`src/rtl/la_spregfile_arbiter.sv`:
```
`default_nettype none
// ============================================================================
// la_spregfile_arbiter
//   Round-robin arbiter sharing one single-port register file between NR
//   requesters; tagged read responses one cycle after the transfer.
// Revision: 1.0
// ============================================================================
module la_spregfile_arbiter #(
    parameter int NR  = 2,
    parameter int DW  = 32,
    parameter int AW  = 10,
    parameter int IDW = 3
) (
    input  logic             clk,
    input  logic             nreset,
    input  logic [NR-1:0]    req_valid,
    output logic [NR-1:0]    req_ready,
    input  logic [NR-1:0]    req_we,
    input  logic [NR*DW-1:0] req_wmask,
    input  logic [NR*AW-1:0] req_addr,
    input  logic [NR*DW-1:0] req_din,
    input  logic             hold,
    output logic             rsp_valid,
    output logic [IDW-1:0]   rsp_id,
    output logic [DW-1:0]    rsp_data,
    output logic             mem_ce,
    output logic             mem_we,
    output logic [DW-1:0]    mem_wmask,
    output logic [AW-1:0]    mem_addr,
    output logic [DW-1:0]    mem_din,
    input  logic [DW-1:0]    mem_dout
);

    logic [IDW-1:0] r_ptr;
    logic           r_rsp_valid;
    logic [IDW-1:0] r_rsp_id;

    logic           w_found;
    logic [IDW-1:0] w_gnt;
    logic           w_xfer;
    logic [IDW-1:0] w_ptr_next;

    function automatic int wrap(input int v);
        return (v >= NR) ? v - NR : v;
    endfunction

    // Circular priority search starting at the pointer; first hit wins.
    always_comb begin
        w_found = 1'b0;
        w_gnt   = '0;
        for (int k = 0; k < NR; k++) begin
            if (!w_found && req_valid[wrap(int'(r_ptr) + k)]) begin
                w_found = 1'b1;
                w_gnt   = IDW'(wrap(int'(r_ptr) + k));
            end
        end
    end

    assign w_xfer     = w_found & ~hold;
    assign w_ptr_next = (int'(w_gnt) == NR - 1) ? '0 : w_gnt + IDW'(1);

    // Payload mux keyed on the grant index; all-zero when idle.
    always_comb begin
        req_ready = '0;
        mem_we    = 1'b0;
        mem_wmask = '0;
        mem_addr  = '0;
        mem_din   = '0;
        for (int k = 0; k < NR; k++) begin
            if (w_xfer && (w_gnt == IDW'(k))) begin
                req_ready[k] = 1'b1;
                mem_we       = req_we[k];
                mem_wmask    = req_wmask[k*DW +: DW];
                mem_addr     = req_addr[k*AW +: AW];
                mem_din      = req_din[k*DW +: DW];
            end
        end
    end

    assign mem_ce = w_xfer;

    always_ff @(posedge clk or negedge nreset) begin
        if (!nreset) begin
            r_ptr       <= '0;
            r_rsp_valid <= 1'b0;
            r_rsp_id    <= '0;
        end else begin
            r_rsp_valid <= w_xfer & ~mem_we;
            if (w_xfer) begin
                r_ptr <= w_ptr_next;
            end
            if (w_xfer && !mem_we) begin
                r_rsp_id <= w_gnt;
            end
        end
    end

    assign rsp_valid = r_rsp_valid;
    assign rsp_id    = r_rsp_id;
    assign rsp_data  = mem_dout;

endmodule
`default_nettype wire

```
`config.mk`:
```
export PLATFORM = sky130hd
export DESIGN_NAME = la_spregfile_arbiter
export DESIGN_NICKNAME = d
export VERILOG_FILES = /design/src/rtl/la_spregfile_arbiter.sv
export SDC_FILE = /design/constraint.sdc
export NUM_CORES = 1
export LEC_CHECK = 0
export CORE_AREA = 2 2 116 118
export DETAILED_ROUTE_END_ITERATION = 10
export DIE_AREA = 0 0 118 120
export MAX_ROUTING_LAYER = met4
export PLACE_DENSITY = 0.54
export SLEW_MARGIN = 20
export SYNTH_ARGS = -nofsm -noshare
export SYNTH_HDL_FRONTEND = slang
export SYNTH_SLANG_ARGS = --single-unit
```
`constraint.sdc`:
```
create_clock -name clk -period 4.7 [get_ports clk]
set_input_delay 0.94 -clock clk [delete_from_list [all_inputs] [get_ports clk]]
set_output_delay 0.94 -clock clk [all_outputs]
set_load 0.01 [all_outputs]
```
==> reports/qor.yml, run 1 <==
power.static_leakage_nw: 1.52
cts_post_setup_buffers_inserted: 0
status: "completed"
chipHeight_microns: 120
antenna-diode-count: 0
detailedPlacementHpwl_mm: 7.75
post_synthesis_area_per_instance_sq_um: 6.40
htree_num_levels: 1
grt_start_max_net_pins: 78
syn2layout_area_growth_pct: 136
synth_edf_count: 0
route.final.wire_length_mm: 9.48
power-per-cell-area_nw_per_um2: 328
power_switching_share_pct: 42.8
route.detailed.vias_per_inst: 4.31
finalWorstPathRequiredPeriod_ns: 4.54
required_time_of_the_worst_setup_path_ns: 3.76
io_pins: 301
critPathLaunchType: "input port"
drtIter0Drc: 100
gr-usage-all-layers_pct: 12.5
drt-pass1-iter-count: 4
tritoncts_clock_tree: "built"
synthCells: 278
nNetsFinal: 660
finalSetupViolations: 0
clk_pin_slew_worst_paths_ns: 0.04
clock_latency_reported_for_the_late_side_of_the_worst_skew_pair_ns: 0.23
die_w_microns: 118
post_drt_wl_per_cell_microns: 14.8
layout_worst_path_cycle_share_pct: 96.5
max_clock_freq_mhz: 220
r2r_cells: 10
cts_buffer_depth: 2
kind_of_path_behind_the_tightest_hold_check: "flop to flop"
asyncSetResetFlopFracSynth_pct: 100
placement.io_buffers: 236
critical_path_most_common_cell: "sky130_fd_sc_hd__clkdlybuf4s50_1"
fin_skew_ns: 0.00266
grt.overflow.total: 0
ir_drop_uv: 332
worstMarginPinSlew_ns: 0.387
timing.rr.start: "r_ptr[0]"
dieArea_sq_um: 14200
cts.sinks: 7
cts-root-buf: "sky130_fd_sc_hd__clkbuf_16"
critical_path.top_delay_family: "buffers and inverters"
sequential_share_of_power_pct: 7.4
detail-route-antenna-nets: 0
post_synth_instance_area_sq_um: 1780
post_cts_resize_count: 0
gp_congestion: 0.774
ys_seq_elements: 7
placement_rows: 42
critical_path_arrival_ns: 3.60
synth.net_count: 471
netlist-cell-type-count: 33
setup_tns_ns: 0
final_max_slew_viol_count: 0
initial_antenna_violation_count: 0
worst_path_maximum_fanout: 43
cp_slowest_cell: "sky130_fd_sc_hd__or4b_4"
layout.filler_cells: 1411
cts_made_buffers: 3
combinationalPowerShare_pct: 82.2
crit_path_max_incr_delay_ns: 0.62
final_util_pct: 32.4
synth_sequential_area_ratio_pct: 9.85
cp_cell_sequence: "clkdlybuf4s50_1, and3b_1, o21ai_0, mux2i_1, or4b_4, buf_12, nor2_1, clkdlybuf4s50_1"
part_of_the_power_in_the_clock_network_pct: 10.4
max-slew-margin-rel_pct: 74.2
grt_pass1_vias: 2674
min_delay_path_depth: 1
post_cts_hold_buffer_count: 0
rsz0062_at_grt: "false"
internal_power_uw: 789
core_area_sq_um: 13000
timing.setup.critical_path_class: "input port to output port"
cp_num_cells: 8
route.detailed.drc: 0
ys_dominant_reg_cell: "sky130_fd_sc_hd__dfrtp_1"
route.vias.total: 2765
max_cap_violations: 0
hold_viol: 0
worst_setup_path_startpoint: "req_valid[1]"
critical_path.n_buffers_inverters: 3
start_util_pct: 13.7
min-delay-start: "rsp_id[0]"
layout_cells_sized_above_1_pct: 3.65
synth-warning-count: 0
p_switching_uw: 591
critPathCaptureType: "output port"
grt_first_pass_wirelength_mm: 14.0
-- synth_stat cells (4+ instances only) --
cell type	n	share of area, %
sky130_fd_sc_hd__a21oi_1	6	1.7
sky130_fd_sc_hd__dfrtp_1	7	9.8
sky130_fd_sc_hd__o21ai_0	4	1.1
sky130_fd_sc_hd__buf_2	5	1.4
sky130_fd_sc_hd__inv_1	6	1.3
sky130_fd_sc_hd__ha_1	6	4.2
sky130_fd_sc_hd__clkbuf_1	20	4.2
sky130_fd_sc_hd__a22oi_1	74	31
sky130_fd_sc_hd__nand2_1	7	1.5
sky130_fd_sc_hd__nor2_1	82	17
sky130_fd_sc_hd__buf_4	32	14
-- power by group through the flow --
stage                     clock network, mW  logic (mW)  registers (mW)
after global routing                  0.153        1.23           0.106
final                                 0.144        1.13           0.102
after global placement                    0        1.13           0.102
after detailed placement                  0        1.14           0.103
after floorplan                           0       0.566           0.105
after CTS                             0.148        1.14           0.103
-- flip-flops by register name, summed over array words and instances (netlist names) --
name       cells
rsp_valid      1
r_ptr          3
rsp_id         3
-- worst reg2reg max path, delay by kind of cell (launching register included) --
family	cells	cell delay (ns)
simple gates	1	0.62
mux	1	0.11
buf+inv	1	0.20
xor+xnor	1	0.25
fa+ha+maj	2	0.44
compound gates	4	0.81
flops	1	0.46
-- stage by stage --
step                hold WS (ns)  worst slack, ns  power, mW  cells  instance area (sq um)
floorplan                  0.536             1.15      0.671    278                   1780
global placement           0.492            0.182       1.23    638                   4120
detailed placement         0.501            0.202       1.24    638                   4120
CTS                        0.508            0.189       1.39    642                   4200
global route               0.524           0.0373       1.49    642                   4200
finish                     0.508            0.164       1.38    642                   4200
-- final cells by class --
type,instances,area [sq um],share of cell area (%)
multi-input cells,207,1250,29.7
flip-flops and latches,7,175,4.17
repair buffers,242,2460,58.5
clock buffers,4,78.8,1.88
well taps,176,220,5.24
inverters,6,22.5,0.536
-- layout by cell type, fill, tap and decap left out, drive strengths merged --
cell type	instances
a21bo	1
a21o	1
a21oi	7
a221o	1
a221oi	1
a22oi	74
a32oi	1
and2	1
and3b	1
buf	6
clkbuf	4
clkdlybuf4s50	236
dfrtp	7
ha	6
inv	6
mux2i	1
nand2	7
nand2b	2
nand3b	1
nor2	82
nor2b	2
nor3	3
nor3b	1
o21ai	4
o21bai	2
o221ai	1
o22ai	2
or2	2
or4b	1
xnor2	2
-- cells by family (layout without fill, tap and decap cells) --
| kind of cell | after synthesis | after routing | synth area share (%) |
|---|---|---|---|
| fa+ha+maj | 6 | 6 | 4.22 |
| compound gates | 95 | 95 | 39.1 |
| simple gates | 103 | 103 | 24.3 |
| xor+xnor | 2 | 2 | 0.985 |
| flops | 7 | 7 | 9.85 |
| buf+inv | 64 | 252 | 21.0 |
| mux | 1 | 1 | 0.563 |
-- final timing paths --
path | end | slack (ns)
worst max-delay path | mem_wmask[19] | 0.16
worst min-delay path | rsp_id[0] | 0.51
worst max register to register | rsp_id[0] | 1.70
worst min register to register | rsp_id[0] | 0.51
max in group asynchronous | rsp_id[2] | 3.47
min in group asynchronous | rsp_id[0] | 0.98
-- per-layer routing --
| layer | vias to the layer above | wire length [microns] | global-route usage, % |
|---|---|---|---|
| met5 | - | 0 | - |
| li1 | 1341 | - | - |
| met3 | 18 | 709 | 3.56 |
| met4 | 0 | 159 | 2.41 |
| met2 | 145 | 4860 | 22.4 |
| met1 | 1261 | 3740 | 13.9 |
(Power assumes the default switching activity.)
==> run 2: changes to the inputs <==
--- a/config.mk
+++ b/config.mk
@@ -5,10 +5,9 @@
 export SDC_FILE = /design/constraint.sdc
 export NUM_CORES = 1
 export LEC_CHECK = 0
-export CORE_AREA = 2 2 116 118
+export CORE_AREA = 2 2 117 119
 export DETAILED_ROUTE_END_ITERATION = 10
-export DIE_AREA = 0 0 118 120
-export MAX_ROUTING_LAYER = met4
+export DIE_AREA = 0 0 119 121
 export PLACE_DENSITY = 0.54
 export SLEW_MARGIN = 20
 export SYNTH_ARGS = -nofsm -noshare
==> constraint.sdc (replaced) <==
create_clock -name clk -period 4.69 [get_ports clk]
set_input_delay 0.938 -clock clk [delete_from_list [all_inputs] [get_ports clk]]
set_output_delay 0.938 -clock clk [all_outputs]
set_load 0.01 [all_outputs]
==> reports/qor.yml, run 2 (synthesis gave the netlist of run 1 again) <==
global_route.peak_usage_layer: "met2"
detailedPlacementHpwl_mm: 7.32
r2r_slack_ns: 1.75
tritoncts_clock_tree: "built"
nNetsFinal: 661
syn2layout_area_growth_pct: 137
route.detailed.vias_per_inst: 4.23
setup_tns_ns: 0
power_switching_share_pct: 42.8
core_area_sq_um: 13100
required_time_of_the_worst_setup_path_ns: 3.75
cts_made_buffers: 3
start_util_pct: 13.6
combinationalPowerShare_pct: 81.9
multi_input_comb_area_sq_um: 1260
gr-usage-all-layers_pct: 11.8
finalWorstPathRequiredPeriod_ns: 4.39
die_w_microns: 119
route.final.wire_length_mm: 9.28
timing.hold.worst_endpoint: "rsp_id[2]"
finalSetupViolations: 0
sequential_share_of_power_pct: 7.5
cts-root-buf: "sky130_fd_sc_hd__clkbuf_16"
worst_path_maximum_fanout: 43
kind_of_path_behind_the_tightest_hold_check: "flop to flop"
detail-route-antenna-nets: 0
power-per-cell-area_nw_per_um2: 330
drt-pass1-iter-count: 4
initial_antenna_violation_count: 0
hold_viol: 0
clk_pin_slew_worst_paths_ns: 0.04
route.detailed.drc: 0
p_switching_uw: 596
ir_drop_uv: 127
critPathLaunchType: "input port"
drtIter0Drc: 109
placement.io_buffers: 236
final_max_slew_viol_count: 0
critical_path_arrival_ns: 3.45
io_pins: 301
grt_first_pass_wirelength_mm: 14.1
status: "completed"
grt_start_max_net_pins: 75
grt.overflow.total: 0
grt.met2_usage_pct: 21.8
layout_worst_path_cycle_share_pct: 93.7
min_delay_path_depth: 2
hold_slack_ns: 0.515
worstReg2RegEnd: "rsp_id[0]"
clock_latency_reported_for_the_late_side_of_the_worst_skew_pair_ns: 0.23
part_of_the_power_in_the_clock_network_pct: 10.6
mostFrequentLayoutCells: "sky130_fd_sc_hd__clkdlybuf4s50_1 (236), sky130_fd_sc_hd__nor2_1 (80), sky130_fd_sc_hd__a22oi_1 (74)"
cts_buffer_depth: 2
critPathCaptureType: "output port"
max_cap_violations: 0
gp_congestion: 0.818
timing.rr.start: "r_ptr[0]"
timing.setup.critical_path_class: "input port to output port"
r2r_cells: 10
rsz0062_at_grt: "false"
route.vias.total: 2723
chipHeight_microns: 121
htree_num_levels: 1
sequential_cell_area_sq_um: 175
layout_cells_sized_above_1_pct: 4.07
groute.layer.met1.usage_pct: 14.0
antenna-diode-count: 0
placement_rows: 42
grt_pass1_vias: 2790
power.static_leakage_nw: 1.52
dieArea_sq_um: 14400
final_util_pct: 32.2
min-delay-start: "rsp_id[2]"
post_drt_wl_per_cell_microns: 14.4
worst_setup_path_startpoint: "req_valid[1]"
internal_power_uw: 797
layout.filler_cells: 1390
worstMarginPinSlew_ns: 0.377
max-slew-margin-rel_pct: 74.9
cts.sinks: 7
max_clock_freq_mhz: 228
fin_skew_ns: 0.00207
global_route_met3_utilization_pct: 2.82
most_common_cell_after_layout_fill_and_taps_aside: "sky130_fd_sc_hd__clkdlybuf4s50_1"
## run 2: cell types whose count changed in the layout (fill, tap and decap cells not counted)
cell / before / now
sky130_fd_sc_hd__buf_4: 2 / 3
sky130_fd_sc_hd__xnor2_1: 2 / 1
sky130_fd_sc_hd__xnor2_2: 0 / 1
## run 2: worst max-delay path: stages
cell and delay [ns]:
sky130_fd_sc_hd__clkdlybuf4s50_1 0.50, sky130_fd_sc_hd__and3b_1 0.21, sky130_fd_sc_hd__o21ai_0 0.16, sky130_fd_sc_hd__mux2i_1 0.11, sky130_fd_sc_hd__or4b_4 0.61, sky130_fd_sc_hd__buf_12 0.20
sky130_fd_sc_hd__nor2_1 0.13, sky130_fd_sc_hd__clkdlybuf4s50_1 0.57
## run 2: cell type report
class / count / share of cell area (%)
Sequential cell: 7 / 4.15
Multi-Input combinational cell: 207 / 29.8
Tap cell: 176 / 5.22
Clock buffer: 4 / 1.87
Timing Repair Buffer: 243 / 58.4
Inverter: 6 / 0.534
## run 2: power groups by stage
stage	Combinational (mW)	Sequential, mW	Clock, mW
final	1.14	0.104	0.148
after global routing	1.24	0.108	0.153
after CTS	1.14	0.103	0.150
after detailed placement	1.14	0.104	0
after global placement	1.13	0.103	0
after floorplan	0.567	0.105	0
## run 2: metrics by stage
stage / instance area, sq um / instances / setup slack (ns) / power [mW]
floorplan: 1780 / 278 / 1.14 / 0.672
global placement: 4130 / 639 / 0.0998 / 1.24
detailed placement: 4130 / 639 / 0.112 / 1.24
CTS: 4210 / 643 / 0.0824 / 1.40
global route: 4220 / 643 / 0.146 / 1.50
finish: 4220 / 643 / 0.297 / 1.39
## run 2: what timing repair did
| action | 4_1_cts | 5_1_grt |
|---|---|---|
| setup endpoints to repair | 0 | 77 |
| hold buffers | 0 | 0 |
| endpoints found under the hold margin | 0 | 0 |
| setup buffers | 0 | 0 |
| gates resized for setup | 0 | 2 |
## run 2: routing by layer
layer	wire length (microns)	part of all wire, %
met1	3630	39
met3	651	7.0
met2	4940	53
met4	54	0.58
met5	0	0
## run 2: worst max-delay path by stage
stage,end,slack [ns],cells past startpoint
floorplan,mem_addr[1],1.14,11
global placement,mem_addr[3],0.1,8
detailed placement,mem_din[14],0.11,8
CTS,mem_addr[3],0.08,10
global route,mem_addr[3],0.15,8
finish,mem_din[18],0.30,8
==> run 3: changes to the inputs <==
--- a/config.mk
+++ b/config.mk
@@ -6,6 +6,8 @@
 export NUM_CORES = 1
 export LEC_CHECK = 0
 export CORE_AREA = 2 2 117 119
+export CTS_CLUSTER_DIAMETER = 30
+export CTS_CLUSTER_SIZE = 16
 export DETAILED_ROUTE_END_ITERATION = 10
 export DIE_AREA = 0 0 119 121
 export PLACE_DENSITY = 0.54
==> results of run 3 <==
No change in the layout: final DEF, timing and power equal those of run 2.
